`config.mk`:
```
export PLATFORM = sky130hd
export DESIGN_NAME = ab_ff_bank
export DESIGN_NICKNAME = d
export VERILOG_FILES = /design/src/rtl/ab_ff_bank.sv
export SDC_FILE = /design/constraint.sdc
export NUM_CORES = 1
export LEC_CHECK = 0
export CAP_MARGIN = 25
export CORE_AREA = 2 2 89 48
export CTS_BUF_LIST = sky130_fd_sc_hd__clkbuf_4 sky130_fd_sc_hd__clkbuf_8 sky130_fd_sc_hd__clkbuf_16
export CTS_CLUSTER_DIAMETER = 80
export DETAILED_ROUTE_END_ITERATION = 8
export DIE_AREA = 0 0 91 50
export PLACE_DENSITY_LB_ADDON = 0.25
export SYNTH_ARGS = -nofsm -noshare
export SYNTH_HDL_FRONTEND = slang
export SYNTH_SLANG_ARGS = --single-unit
```
`constraint.sdc`:
```
create_clock -name clk -period 2.9 [get_ports clk]
set_input_delay 0.58 -clock clk [delete_from_list [all_inputs] [get_ports clk]]
set_output_delay 0.58 -clock clk [all_outputs]
set_load 0.05 [all_outputs]
```
`src/rtl/ab_ff_bank.sv`:
```
// Bank of AB flip-flops with parallel load, a change flag and a saturating change counter.
// Optional history buffer of pre-update states is enabled by defining AB_FF_HIST_EN.
module ab_ff_bank #(
  parameter int WIDTH = 8,
  parameter int CNT_W = 16,
  parameter int DEPTH = 4
) (
  input  logic                     clk,
  input  logic                     rst,
  input  logic                     en,
  input  logic                     load,
  input  logic [WIDTH-1:0]         d,
  input  logic [WIDTH-1:0]         a,
  input  logic [WIDTH-1:0]         b,
  output logic [WIDTH-1:0]         q,
  output logic                     changed,
  output logic [CNT_W-1:0]         chg_cnt
`ifdef AB_FF_HIST_EN
  ,
  input  logic [$clog2(DEPTH)-1:0] hist_sel,
  output logic [WIDTH-1:0]         hist_q
`endif
);

  // Elaboration-time guard: a zero-entry history makes no sense in either build.
  if (DEPTH < 1) begin : g_bad_depth
    $error("ab_ff_bank: DEPTH must be at least 1");
  end

  localparam logic [CNT_W-1:0] CNT_MAX = '1;

  logic [WIDTH-1:0] ab_next;
  logic [WIDTH-1:0] q_next;
  logic             update;
  logic             differs;

  // NOTE: every always_comb output gets a default assignment first so no path can infer a latch.
  always_comb begin
    ab_next = (~a & ~b & q) | (a & b) | (a & ~q);
    q_next  = q;
    if (load) begin
      q_next = d;
    end else if (en) begin
      q_next = ab_next;
    end
  end

  assign update  = load | en;
  assign differs = update && (q_next != q);

  // NOTE: sequential state uses non-blocking assignments so all registers see pre-edge values.
  always_ff @(posedge clk) begin
    if (rst) begin
      q       <= '0;
      changed <= 1'b0;
      chg_cnt <= '0;
    end else if (update) begin
      q       <= q_next;
      changed <= differs;
      if (differs && (chg_cnt != CNT_MAX)) begin
        chg_cnt <= chg_cnt + CNT_W'(1);
      end
    end
  end

`ifdef AB_FF_HIST_EN
  logic [WIDTH-1:0] hist [DEPTH];

  // NOTE: the history array is reset explicitly because reset must clear every entry, not just q.
  always_ff @(posedge clk) begin
    if (rst) begin
      for (int i = 0; i < DEPTH; i++) begin
        hist[i] <= '0;
      end
    end else if (differs) begin
      for (int i = DEPTH - 1; i > 0; i--) begin
        hist[i] <= hist[i-1];
      end
      hist[0] <= q;
    end
  end

  // Out-of-range selects read as zero when DEPTH is not a power of two.
  always_comb begin
    hist_q = '0;
    if (32'(hist_sel) < DEPTH) begin
      hist_q = hist[hist_sel];
    end
  end
`endif

endmodule

```
==> flow_metrics.env <==
export IMPL_layout_cells_non_filler=328
export IMPL_nets=304
export IMPL_regArea_sq_um=500
export IMPL_layout_drive_gt1_share_pct=9.85
export IMPL_multi_input_area_sq_um=1080
export IMPL_syn_to_final_growth_pct=41.4
export IMPL_slowest_stage="clkdlybuf4s50_1"
export IMPL_root_buffer="clkbuf_8"
export IMPL_cap_violations=0
export IMPL_dp_cells=324
export IMPL_cp_arrival_ps=2970
export IMPL_slew_viol_final=0
export IMPL_holdBufCountCts=0
export IMPL_synth_avg_cell_area_sq_um=7.66
export IMPL_synth_area_sq_um=1660
export IMPL_ys_seq_area_share_pct=30.1
export IMPL_p_sw_share_pct=31.7
export IMPL_path_cells="clkdlybuf4s50_1, nand2b_1, o221ai_1, a222oi_1, nor3b_2, nand2_1, nor4bb_1, mux2_1"
export IMPL_async_reset_ff_share_pct=0
export IMPL_totalWireLength_mm=4.83
export IMPL_synth_top_family_by_area="simple AND/OR/NAND/NOR gates"
export IMPL_clk_pin_slew_ps=90
export IMPL_synth_commonest_cells="26 x nor2_1, 25 x dfxtp_1, 23 x a21oi_1"
export IMPL_synth_xor_area_share_pct=0.527
export IMPL_cp_start_kind="primary input"
export IMPL_grt_max_degree=36
export IMPL_setup_violations_final=0
export IMPL_yosys_area_share_simple_pct=30.9
export IMPL_drt_initial_drc_count=105
export IMPL_post_route_util_pct=62.5
export IMPL_first_global_vias=1619
export IMPL_slowest_delay_ps=510
export IMPL_fp_row_count=16
export IMPL_antenna_found_initial=0
export IMPL_core_sq_um=3760
export IMPL_vdd_drop_max_uv=193
export IMPL_fin_ws_ps=95.1
export IMPL_fin_crit_sh_pct=96.7
export IMPL_p_sw_uw=268
export IMPL_crit_required_ps=3060
export IMPL_numClockSinks=25
export IMPL_fin_tns_setup_ps=0
export IMPL_port_buffers=52
export IMPL_period_needed_ps=2800
export IMPL_clk_insertion_delay_late_ps=270
export IMPL_worstPathMaxFanout=7
export IMPL_max_freq_mhz=357
export IMPL_synth_top_area_cell="dfxtp_1"
export IMPL_clock_skew_final_ps=8.12
export IMPL_p_per_area_nw_per_um2=359
export IMPL_post_place_ws_ps=-117
export IMPL_grt_pass1_wl_mm=8.05
export IMPL_cts_max_level=1
export IMPL_chipWidth_um=91
export IMPL_route_detailed_drc=0
export IMPL_finalHoldViolCount=0
export IMPL_ys_types=47
export IMPL_cts_buffer_depth=2
export IMPL_drtAntennaViolNets=0
export IMPL_viasPerCell=5.46
export IMPL_seqPwrFrac_pct=44.3
export IMPL_yosys_area_top_type_share_pct=30.1
export IMPL_ys_seq_elements=25
export IMPL_vias=1790
export IMPL_critical_path_class="primary input to flip-flop"
export IMPL_syn_inst=217
export IMPL_fp_dieArea_sq_um=4550
export IMPL_slew_limit_headroom_pct=64.2
export IMPL_grtUsageTotal_pct=22.1
export IMPL_netlist_top_cells_area="dfxtp_1 30%, nor2b_1 7.5%, a21oi_1 6.9%"
export IMPL_clkPwrFrac_pct=25.9
export IMPL_wl_per_cell_um=14.7
export IMPL_leakagePower_nw=0.909
export IMPL_overflow=0
export IMPL_synth_nets=246
export IMPL_yosysMostFrequentCell="nor2_1"
export IMPL_synth_compound_area_share_pct=24.9
export IMPL_cts_tree="done"
export IMPL_synth_ff_type="dfxtp_1"
export IMPL_antenna_cells=0
export IMPL_status="complete, no violations"
export IMPL_hp_class="flip-flop to flip-flop"
export IMPL_die_h_um=50
export IMPL_synthMuxAreaShare_pct=6.92
export IMPL_p_comb_share_pct=29.8
export IMPL_n_fill_cell=342
export IMPL_synthAdderAreaFrac_pct=0.752
export IMPL_end_kind="flip-flop"
export IMPL_yosysWarnings=0
export IMPL_synth_edff_count=0
export IMPL_p_int_uw=576
export IMPL_holdWs_ps=503
export IMPL_dp_hpwl_mm=3.66
export IMPL_drt_pass1_iterations=6
export IMPL_tightestPinTransition_ps=535
export IMPL_io_pins=53
export IMPL_numCtsBuffers=3
export IMPL_start_util_pct=44.2
export IMPL_routabilityCongestion=0.911
[area by class of cell]
class / count / area share [%]
inverter: 12 / 1.92
clock buffer: 4 / 2.08
tap: 54 / 2.87
multi-input combinational: 169 / 45.9
sequential: 25 / 21.3
timing repair buffer: 64 / 26.0
[worst paths after layout]
| path | start | end | slack (ps) | depth (start not counted) |
|---|---|---|---|---|
| max | load | chg_cnt[13] | 100 | 8 |
| min | changed | changed | 500 | 2 |
| max reg2reg | q[6] | chg_cnt[13] | 670 | 7 |
| min reg2reg | changed | changed | 500 | 2 |
[sequential cells by signal (all words and copies together), names as in the netlist]
register and count:
q 8, chg_cnt 16, changed 1
[timing repair]
| action | in CTS | in global routing |
|---|---|---|
| resized for setup | 0 | 2 |
| setup buffers | 0 | 0 |
| endpoints found under the setup margin | 0 | 3 |
[through the flow]
step,instance area (sq um),power (mW)
6_report,2350,0.844
5_1_grt,2350,0.888
4_1_cts,2340,0.847
3_5_place_dp,2290,0.626
3_3_place_gp,2290,0.623
2_1_floorplan,1660,0.521
[metal layers]
layer / track usage, % / routed length [um] / share of wire [%]
met5: 0 / 0 / 0
met1: 34.2 / 2540 / 53
met2: 29.6 / 1790 / 37
met4: 4.04 / 37 / 0.77
met3: 6.42 / 464 / 9.6
[critical path: cells and delay by family]
family          cells  cell delay, ps
simple gates        4            1010
mux                 1             320
buf+inv             1             510
compound gates      2             550
[logic make-up after synthesis]
kind of cell | count (synthesis)
multiplexers | 10
buffers and inverters | 23
AO/OA/AOI/OAI | 61
adder cells (fa/ha/maj) | 1
XOR/XNOR | 1
AND/OR/NAND/NOR | 96
flip-flops | 25
[power groups by stage]
stage	clock (mW)	sequential, mW	combinational [mW]
6_report	0.219	0.374	0.251
5_1_grt	0.240	0.377	0.271
4_1_cts	0.228	0.374	0.245
3_5_place_dp	0	0.382	0.244
3_3_place_gp	0	0.382	0.241
2_1_floorplan	0	0.426	0.0951
[cells in the final DEF, fill, tap and decap left out, drive strengths merged, types with 2 or more instances in the layout]
| cell type | n |
|---|---|
| clkdlybuf4s50 | 52 |
| nor2 | 26 |
| dfxtp | 25 |
| a21oi | 24 |
| nor2b | 20 |
| nand2 | 12 |
| buf | 12 |
| inv | 12 |
| nand2b | 10 |
| mux2 | 9 |
| nand4 | 8 |
| a211oi | 7 |
| and3 | 7 |
| o21ai | 6 |
| nand3 | 5 |
| a21o | 4 |
| clkbuf | 4 |
| nor4 | 3 |
| a221oi | 2 |
| a221o | 2 |
| a222oi | 2 |
| o22ai | 2 |
| nor4bb | 2 |
(Power assumes the default switching activity.)
